===== src/rtl/program_loader.sv =====
// Byte-stream program loader: assembles big-endian words, writes them from BASE_ADDRESS upward,
// verifies an XOR checksum and releases the CPU from reset only after a good image.
module program_loader #(
  parameter int                    MEMORY_DEPTH = 32,
  parameter int                    DATA_WIDTH   = 32,
  parameter logic [DATA_WIDTH-1:0] BASE_ADDRESS = 32'h00400000
) (
  input  logic                  clk,
  input  logic                  reset,
  input  logic                  start_i,
  input  logic                  byte_valid_i,
  input  logic [7:0]            byte_i,
  output logic                  byte_ready_o,
  output logic                  mem_we_o,
  output logic [DATA_WIDTH-1:0] mem_address_o,
  output logic [DATA_WIDTH-1:0] mem_data_o,
  output logic                  cpu_reset_o,
  output logic                  done_o,
  output logic                  error_o,
  output logic [15:0]           words_written_o
);

  typedef enum logic [2:0] {
    IDLE   = 3'd0,
    LEN_HI = 3'd1,
    LEN_LO = 3'd2,
    DATA   = 3'd3,
    WRITE  = 3'd4,
    CHECK  = 3'd5,
    DONE   = 3'd6,
    ERROR  = 3'd7
  } state_t;

  localparam logic [15:0] DEPTH_L = 16'(MEMORY_DEPTH);

  state_t      state_r;
  logic [15:0] len_r;
  logic [15:0] index_r;
  logic [1:0]  byte_cnt_r;
  logic [7:0]  xor_r;
  logic [23:0] shift_r;

  logic        accept_s;
  logic [15:0] len_s;
  logic [15:0] index_next_s;

  function automatic logic [7:0] xor_fold(input logic [7:0] acc, input logic [7:0] b);
    return acc ^ b;
  endfunction

  assign accept_s        = byte_valid_i && byte_ready_o;
  assign len_s           = {len_r[15:8], byte_i};
  assign index_next_s    = index_r + 16'd1;
  assign words_written_o = index_r;

  // Loader state machine with all outputs registered.
  always_ff @(posedge clk or posedge reset) begin
    if (reset) begin
      state_r       <= IDLE;
      len_r         <= 16'd0;
      index_r       <= 16'd0;
      byte_cnt_r    <= 2'd0;
      xor_r         <= 8'd0;
      shift_r       <= 24'd0;
      byte_ready_o  <= 1'b0;
      mem_we_o      <= 1'b0;
      mem_address_o <= BASE_ADDRESS;
      mem_data_o    <= '0;
      cpu_reset_o   <= 1'b1;
      done_o        <= 1'b0;
      error_o       <= 1'b0;
    end else begin
      mem_we_o <= 1'b0;
      case (state_r)
        IDLE, DONE, ERROR: begin
          if (start_i) begin
            state_r      <= LEN_HI;
            byte_ready_o <= 1'b1;
            index_r      <= 16'd0;
            byte_cnt_r   <= 2'd0;
            xor_r        <= 8'd0;
            done_o       <= 1'b0;
            error_o      <= 1'b0;
            cpu_reset_o  <= 1'b1;
          end
        end
        LEN_HI: begin
          if (accept_s) begin
            len_r[15:8] <= byte_i;
            state_r     <= LEN_LO;
          end
        end
        LEN_LO: begin
          if (accept_s) begin
            len_r <= len_s;
            if (len_s == 16'd0) begin
              state_r <= CHECK;
            end else if (len_s > DEPTH_L) begin
              state_r      <= ERROR;
              error_o      <= 1'b1;
              byte_ready_o <= 1'b0;
            end else begin
              state_r <= DATA;
            end
          end
        end
        DATA: begin
          if (accept_s) begin
            shift_r    <= {shift_r[15:0], byte_i};
            xor_r      <= xor_fold(xor_r, byte_i);
            byte_cnt_r <= byte_cnt_r + 2'd1;
            // Fourth byte completes the word; the write strobe follows on the next cycle.
            if (byte_cnt_r == 2'd3) begin
              state_r       <= WRITE;
              byte_ready_o  <= 1'b0;
              mem_we_o      <= 1'b1;
              mem_data_o    <= DATA_WIDTH'({shift_r, byte_i});
              mem_address_o <= BASE_ADDRESS + DATA_WIDTH'({index_r, 2'b00});
            end
          end
        end
        WRITE: begin
          index_r      <= index_next_s;
          byte_ready_o <= 1'b1;
          state_r      <= (index_next_s == len_r) ? CHECK : DATA;
        end
        CHECK: begin
          if (accept_s) begin
            byte_ready_o <= 1'b0;
            if (byte_i == xor_r) begin
              state_r     <= DONE;
              done_o      <= 1'b1;
              cpu_reset_o <= 1'b0;
            end else begin
              state_r <= ERROR;
              error_o <= 1'b1;
            end
          end
        end
        default: begin
          state_r      <= IDLE;
          byte_ready_o <= 1'b0;
        end
      endcase
    end
  end

endmodule


===== config.mk =====
export PLATFORM = sky130hd
export DESIGN_NAME = program_loader
export DESIGN_NICKNAME = d
export VERILOG_FILES = /design/src/rtl/program_loader.sv
export SDC_FILE = /design/constraint.sdc
export NUM_CORES = 1
export LEC_CHECK = 0
export ABC_AREA = 1
export BUFFER_PORTS_ARGS = -buffer_cell sky130_fd_sc_hd__buf_2
export CORE_MARGIN = 5
export CORE_UTILIZATION = 55
export DETAILED_ROUTE_END_ITERATION = 6
export MAX_ROUTING_LAYER = met4
export PLACE_DENSITY = 0.76
export SYNTH_ARGS = -nofsm -noshare
export SYNTH_HDL_FRONTEND = slang
export SYNTH_SLANG_ARGS = --single-unit

===== constraint.sdc =====
create_clock -name clk -period 9.8 [get_ports clk]
set_input_delay 1.47 -clock clk [delete_from_list [all_inputs] [get_ports clk]]
set_output_delay 1.47 -clock clk [all_outputs]
set_load 0.03 [all_outputs]

Word level (Yosys, flattened, before mapping)
Cells that the tools add are included.
{"block": "word_totals", "elab_cells": 104, "inputBits": 12, "register_bits": 138}
{"block": "classes", "reduce_logical": 19, "n_eq_ne": 20, "add_sub_neg": 3, "mux": 45, "n_bitwise": 2, "order_cmp": 1}
{"op": "$pmux W16 S2", "n": 1}
{"op": "$pmux W8 S2", "n": 2}
{"op": "$mux W3", "n": 9}
{"op": "$add A23 B18 Y24 const A", "n": 1}
{"op": "$mux W8", "n": 3}
{"op": "$mux W1", "n": 21}
{"op": "$ne A2 B2 Y1 const B", "n": 10}
{"op": "$pmux W3 S6", "n": 1}
{"op": "$add A16 B1 Y16 const B", "n": 1}
{"op": "$eq A16 B16 Y1", "n": 1}
{"op": "$gt A16 B6 Y1 const B", "n": 1}
{"op": "$logic_not A16 Y1", "n": 1}
{"op": "$mux W16", "n": 1}
{"op": "$eq A3 B3 Y1 const B", "n": 4}
{"op": "$reduce_and A3 Y1", "n": 3}
{"op": "$eq A8 B8 Y1", "n": 1}
{"op": "$reduce_and A8 Y1", "n": 1}
{"op": "$xor A8 B8 Y8", "n": 1}
{"op": "$reduce_and A7 Y1", "n": 1}
{"op": "$eq A3 B2 Y1 const B", "n": 2}
{"op": "$reduce_and A2 Y1", "n": 3}
{"op": "$reduce_and A6 Y1", "n": 1}
{"op": "$reduce_bool A2 Y1", "n": 3}
{"op": "$pmux W1 S5", "n": 1}
{"op": "other kinds (14)", "n": 16}

Depth between registers and ports, before layout
Gate-level depths: netlist (run 1).
{"block": "depth", "ltp_word": 5, "ltp_mapped": 16, "depth_no_buf": 16}

Least setup slack after synthesis (run 1)
OpenSTA, ideal clock, no wires.
{"block": "synth_timing", "path_kind": "in2reg", "from": "input byte_i[7]", "to": "register state_r[2]", "cell_stages": 8, "n_path_buf": 0, "setup_time_ps": 117, "arrival_ps": 2338, "required_ps": 9683, "setup_slack_ps": 7346, "cell_sequence": "inv_1 > nand2_1 > nor4_1 > nand3b_1 > a21oi_1 > nand2_1 > nand2_1 > nand2_1"}
{"block": "synth_between", "elab_chain_cells": 5, "word_cells_on_any_way": 6, "classes_between": "order compare: 1; mux: 4; reduce/logical: 1"}
{"item": "start: declaration", "line": "12", "rtl": "input logic [7:0] byte_i,"}
{"item": "$gt A16 B6 Y1", "line": "98", "rtl": "end else if (len_s > DEPTH_L) begin"}
{"item": "$mux W3", "line": "98"}
{"item": "$mux W3 *", "line": "96", "rtl": "if (len_s == 16'd0) begin"}
{"item": "$mux W3 *", "line": "94", "rtl": "if (accept_s) begin"}
{"item": "$pmux W3 S6 *", "line": "74", "rtl": "case (state_r)"}
{"item": "end signal: assignment", "line": "125", "rtl": "state_r <= (index_next_s == len_r) ? CHECK : DATA;"}
{"item": "end: declaration", "line": "36", "rtl": "state_t state_r;"}
Mark *: on every way between the ends. The rest lies on a longest branch, timed or not. The select of a mux whose other input is x is not followed.
A chain may end at the register's enable or synchronous reset.

Final worst setup path (run 1)
{"block": "layout_timing", "from": "register state_r[1]", "to": "register index_r[11] (netlist: words_written_o[11])"}
{"block": "layout_between", "elab_chain_cells": 4, "word_cells_on_any_way": 9, "classes_between": "eq/ne: 4; mux: 1; reduce/logical: 4"}
{"item": "$eq A3 B3 Y1 / $logic_not A3 Y1 (equally long branches)", "line": "74"}
{"item": "$reduce_or A3 Y1", "line": "74"}
{"item": "$ne A2 B2 Y1 (no line) / $reduce_bool A2 Y1 (equally long branches)"}
{"item": "$reduce_and A2 Y1 (no line)"}
{"item": "end signal: assignment", "line": "123", "rtl": "index_r <= index_next_s;"}
{"item": "end: declaration", "line": "38", "rtl": "logic [15:0] index_r;"}
Several ways; a longest one is shown, not always the timed one.

==> flow_summary.yaml, run 1 <==
routing:
  drt-vias-per-instance: 5.29
  avgRoutedWirePerCell_um: 14.7
  drcViolationCount: 0
  vias: 4768
  antenna_left: 0
  wl_mm: 13.2
  drt_iter0_markers: 299
  dr.pass1.iters: 6
clock_tree:
  clk_pin_slew_ns: 0.06
  htree_levels: 4
  cts.sinks: 122
  postCtsSetupBuffers: 0
  worstSkewPairLatency_ns: 0.53
  cts_buffer_depth: 2
  cts_resized: 0
  holdBufCountCts: 0
  tritoncts: "done"
  numCtsBuffers: 17
  root_buffer: "clkbuf_8"
pwr:
  ir_worst_vdd_uv: 143
  swShare: 0.343
  p_sw_uw: 591
  cellPowerDensity_mw_per_mm2: 259
  p_clk_frac: 0.352
  seqPwrFrac: 0.405
  p_leak_uw: 0.00342
  pwr-share-comb: 0.244
  internal-power_uw: 1130
worst_setup_path:
  worstPathArrival_ns: 3.23
  worstSetupStartpointType: "flip-flop"
  worstReg2RegStart: "state_r[1]$_DFFE_PP0P_"
  path_class: "reg -> reg"
  crit_required_ns: 10.18
  critPathLaunch: "state_r[1]$_DFFE_PP0P_"
  worstSetupEndpointType: "flip-flop"
  cp_max_fo: 17
sta:
  finalCriticalPeriod_ns: 2.85
  slew_headroom: 0.333
  hold_viol_final: 0
  maxSlewViolCount: 0
  totalNegativeSetupSlack_ns: 0
  clock_skew_ns: 0.00662
  period_share: 0.291
  max_freq_ghz: 0.351
  rsz0062_at_grt: "no"
  tightest_slew_ns: 0.997
  setup_viol: 0
min_path:
  hold_class: "reg -> reg"
  min_from: "cpu_reset_o$_DFFE_PP1P_"
synthesis:
  syn_area_mm2: 0.00569
  yosysTopAreaCellShare: 0.532
  ys_seq_elements: 122
  synthFlopType: "dfrtp_1"
  yosys-top-cells-area: "dfrtp_1 (53%), nand2_1 (14%), o21ai_0 (5.0%)"
  yosysUniqueCellTypes: 36
  netlist_instances: 673
  ys_warn_count: 0
  async_flop_share: 1.00
  yosysTopAreaCell: "dfrtp_1"
  synth_area_per_cell_um2: 8.45
  synth_edf_count: 0
  ys_seq_area_frac: 0.537
placed_design:
  io_buffers: 80
  gp_congestion: 0.909
  hpwl_mm: 9.24
cells_and_area:
  areaGrowthSynthToFinish_pct: 17.2
  drive_above_1_share: 0.187
  nets: 767
  diodes: 0
  final_util: 0.654
global_routing:
  grt_max_degree: 93
  grt_overflow: 0
  grtUsageTotal: 0.230
  grt_pass1_vias: 4745
  grt_pass1_wl_mm: 22.6
  antenna_found_initial: 0
floorplan:
  ios: 97
  design.core.area_mm2: 0.0102
  die_w_um: 112
  initial_core_util: 0.558
  rows: 37
  die_h_um: 112
  dieArea_mm2: 0.0125
run_status:
  status: "completed"
run:
  maxCapViolCount: 0
## cells in the mapped netlist, drive strengths merged, types with 2 or more instances
master,n
dfrtp,121
a31oi,2
nand3b,9
ha,2
conb,2
nand3,34
buf,29
nor2,37
o21ai,106
xnor2,10
clkbuf,6
nand2,210
o22ai,7
nand4,11
inv,70
a21oi,8
## metrics by stage
step                      power, µW  setup slack (ns)  cells  hold WS [ns]  instance area [µm²]
after detailed placement       1120              6.56    870         0.458                 6090
after floorplan                1010              5.09    687         0.442                 5740
after CTS                      1730              6.88    902         0.465                 6670
after global placement         1100              6.60    870         0.454                 6090
after global routing           1830              6.65    902         0.477                 6670
final                          1720              6.95    902         0.465                 6670
## area by class of cell
cell class	instances	area (µm²)
tap	136	170
fill	866	3520
inverter	70	265
timing repair buffer	82	415
sequential	122	3050
multi-input combinational	460	2180
clock inverter	10	116
clock buffer	22	463
## logic make-up (layout without fill, tap and decap cells)
| kind of cell | Yosys count | after routing | synth area share |
|---|---|---|---|
| AND/OR/NAND/NOR | 305 | 305 | 0.235 |
| AO/OA/AOI/OAI | 126 | 126 | 0.116 |
| flip-flops | 122 | 122 | 0.537 |
| buffers and inverters | 105 | 184 | 0.0891 |
| XOR/XNOR | 11 | 11 | 0.0169 |
| adder cells (fa/ha/maj) | 2 | 2 | 0.00440 |
| other | 2 | 16 | 0.00132 |
## placed cells by master, fill, tap and decap left out, types with 10 or more instances in the layout
master     count
o21ai_1       47
nand3_1       34
nor2_1        26
clkbuf_16     16
xnor2_1       10
nand4_1       11
inv_1         60
conb_1        16
dfrtp_1      121
buf_2         80
o21ai_0       57
nand2_1      205
## flip-flops by register name (all words and copies together) (netlist names)
register	cells
byte_cnt_r	2
byte_ready_o	1
cpu_reset_o	1
done_o	1
error_o	1
len_r	16
mem_address_o	16
mem_data_o	32
mem_we_o	1
shift_r	24
state_r	3
words_written_o	16
xor_r	8
## power groups by stage
stage               registers (µW)  clock network [µW]  logic [µW]
floorplan                      706                   0         301
global placement               697                   0         403
detailed placement             703                   0         416
CTS                            696                 614         422
global route                   709                 639         479
finish                         697                 606         420
## path summary, 6_finish.rpt
check	to	slack, ns	depth (start not counted)
worst max-delay path	words_written_o[11]$_DFFE_PP0P_	6.95	6
worst min-delay path	cpu_reset_o$_DFFE_PP1P_	0.46	2
worst max register to register	words_written_o[11]$_DFFE_PP0P_	6.95	6
worst min register to register	cpu_reset_o$_DFFE_PP1P_	0.46	2
max in group asynchronous	mem_address_o[11]$_DFFE_PP0P_	7.46	3
min in group asynchronous	mem_data_o[25]$_DFFE_PP0P_	1.04	2
## metal layers
metal  global-route usage  vias to the layer above  share of wire
met4               0.0876                        0          0.014
met5                    -                        -              0
met1                0.301                     2291           0.45
li1                     -                     2301              -
met3               0.0614                       20          0.068
met2                0.347                      156           0.47
## worst max-delay path: stages, from the launching register on
cell and delay (ns):
dfrtp_1 0.44, nor2_2 0.25, inv_1 0.06, nor2_1 0.75
inv_1 0.43, nand2_1 0.59, o21ai_0 0.17
Note: power is estimated with default switching activity, not from simulation.
==> run 2, diff against run 1 <==
- ABC_AREA: 1 -> 0
- clock period: 9.8 -> 2.81 ns (I/O delays scaled with it)
==> run 2 against run 1 <==
  * Non-clock buffer count grew 7
  * Register-to-register slack lost 6.7 ns
  * Synthesized cell count fell by 21%
  * Area after synthesis grew 1.1%
  * Die area grew 0.98%
  * Final area is 0.60% higher
  * Hold slack worse by 0.41 ns
  * Sequential power grew to 3.7 times the previous value
  * Flip-flop and latch count unchanged
  * Final cell count down 16%
  * Critical path type unchanged
  * Largest power group unchanged
==> flow_summary.yaml, run 2 <==
synthesis:
  ys_seq_area_frac: 0.531
  synth_edf_count: 0
  yosysTopAreaCellShare: 0.527
  post-synth-top-count-cell: "dfrtp_1"
  syn_area_mm2: 0.00575
  ys_seq_elements: 122
  synth_area_per_cell_um2: 10.8
  yosysUniqueCellTypes: 54
  synth_common_cells: "dfrtp_1 (121), nand2_1 (107), mux2_2 (54)"
  ys_warn_count: 0
  yosys-top-cells-area: "dfrtp_1 (53%), mux2_2 (11%), nand2_1 (7.0%)"
  netlist_instances: 534
  async_flop_share: 1.00
  yosysTopAreaCell: "dfrtp_1"
  synthFlopType: "dfrtp_1"
worst_setup_path:
  crit_required_ns: 3.25
  worstSetupEndpointType: "flip-flop"
  worstPathArrival_ns: 2.99
  cp_max_fo: 9
  path_class: "reg -> reg"
  worstSetupStartpointType: "flip-flop"
cells_and_area:
  layout_commonest_cell: "dfrtp_1"
  top_regs: "mem_data_o x32, shift_r x24"
  top_register: "mem_data_o"
  mostFrequentLayoutCells: "dfrtp_1 (121), nand2_1 (106), buf_2 (80)"
  largest_register_ffs: 32
  drive_above_1_share: 0.301
  n_fill_cell: 820
  multi_input_comb_area_mm2: 0.00245
  diodes: 0
  nets: 627
  finalInstanceArea_mm2: 0.00671
  final_util: 0.652
  areaGrowthSynthToFinish_pct: 16.7
  seqCellArea_mm2: 0.00305
placed_design:
  io_buffers: 80
  hpwl_mm: 8.77
  place_area_mm2: 0.00618
  gp_congestion: 0.859
global_routing:
  grt_pass1_wl_mm: 21.9
  grt-busiest-layer: "met2"
  grt_max_degree: 52
  grt_pass1_vias: 4268
  grt_overflow: 0
  grt_use_met1: 0.296
  use_met2: 0.333
  grtUsageTotal: 0.222
  grt_use_met3: 0.0566
  antenna_found_initial: 0
clock_tree:
  postCtsSetupBuffers: 0
  cts.sinks: 122
  htree_levels: 4
  worstSkewPairLatency_ns: 0.51
  root_buffer: "clkbuf_8"
  tritoncts: "done"
  cts_buffer_depth: 2
  holdBufCountCts: 0
  numCtsBuffers: 17
  cts_resized: 0
  clk_pin_slew_ns: 0.05
floorplan:
  die_h_um: 112
  rows: 37
  design.core.area_mm2: 0.0103
  ios: 97
  die_w_um: 112
  dieArea_mm2: 0.0126
  initial_core_util: 0.559
routing:
  drcViolationCount: 0
  drt_iter0_markers: 297
  wl_mm: 12.7
  antenna_left: 0
  vias: 4180
  avgRoutedWirePerCell_um: 16.7
  dr.pass1.iters: 5
  drt-vias-per-instance: 5.50
run_status:
  status: "completed"
sta:
  max_freq_ghz: 0.393
  totalNegativeSetupSlack_ns: 0
  clock_skew_ns: 0.00690
  slew_headroom: 0.419
  finalCriticalPeriod_ns: 2.55
  hold_viol_final: 0
  period_share: 0.906
  rsz0062_at_grt: "no"
  tightest_slew_ns: 0.868
  maxSlewViolCount: 0
  setup_viol: 0
pwr:
  p_total_uw: 5990
  p_leak_uw: 0.00346
  cellPowerDensity_mw_per_mm2: 894
  ir_worst_vdd_uv: 511
run:
  maxCapViolCount: 0
min_path:
  hold_class: "in -> async"
-- run 2: changes by cell type in the layout (fill, tap and decap cells not counted), moves of 7 or more --
| cell | delta |
|---|---|
| inv_1 | -55 |
| inv_2 | -9 |
| mux2_1 | +10 |
| mux2_2 | +54 |
| nand2_1 | -99 |
| nand3_1 | -28 |
| nand3b_1 | -9 |
| nor2_1 | -7 |
| o21ai_0 | -12 |
| o21ai_1 | -46 |
| xnor2_1 | +9 |
| xor2_1 | +10 |
-- run 2: path summary, 6_finish.rpt --
path	startpoint	endpoint	slack (ns)	depth (start not counted)
max	words_written_o[0]$_DFFE_PP0P_	state_r[2]$_DFFE_PP0P_	0.26	8
min	reset	mem_address_o[4]$_DFFE_PP0P_	0.06	2
max reg2reg	words_written_o[0]$_DFFE_PP0P_	state_r[2]$_DFFE_PP0P_	0.26	8
min reg2reg	mem_address_o[8]$_DFFE_PP0P_	mem_address_o[8]$_DFFE_PP0P_	0.48	2
max in group asynchronous	reset	byte_ready_o$_DFFE_PP0P_	1.95	3
min in group clk	byte_i[3]	shift_r[3]$_DFFE_PP0P_	0.23	3
-- run 2: critical path: stages (launching register included) --
cell     delay, ns
dfrtp_1       0.51
ha_1          0.42
nand2_2       0.19
nor4_2        0.33
xnor2_1       0.16
nand4_1       0.10
or3_1         0.34
nor3_2        0.25
a31o_1        0.19
-- run 2: layout make-up --
cell class	count	share of cell area
inverters	6	0.00392
flip-flops and latches	122	0.455
well taps	136	0.0254
multi-input cells	377	0.365
clock inverters	8	0.0108
clock buffers	22	0.0675
repair buffers	89	0.0717
-- run 2: cells by family after synthesis --
logic type      Yosys count  share of synthesized area
simple gates            185                      0.158
flops                   122                      0.531
compound gates           78                     0.0775
mux                      65                      0.127
buf+inv                  49                     0.0522
xor+xnor                 31                     0.0485
fa+ha+maj                 2                    0.00435
other cells               2                    0.00131
-- run 2: metrics by stage --
stage | setup slack (ns) | hold WS [ns] | instances
after floorplan | 0.460 | 0.439 | 548
after global placement | 0.470 | 0.456 | 730
after detailed placement | 0.382 | 0.467 | 730
after CTS | 0.273 | 0.0706 | 760
after global routing | 0.0914 | 0.109 | 760
final | 0.263 | 0.0568 | 760
-- run 2: per-layer routing --
metal  vias up  share of wire
met4         0          0.018
met2       167           0.48
li1       1960              -
met3        23          0.062
met1      2030           0.44
met5         -              0
-- run 2: power by group --
group / switching, µW / total [µW] / internal [µW]
Sequential: 433 / 2590 / 2160
Combinational: 853 / 1470 / 612
Clock: 737 / 1940 / 1200
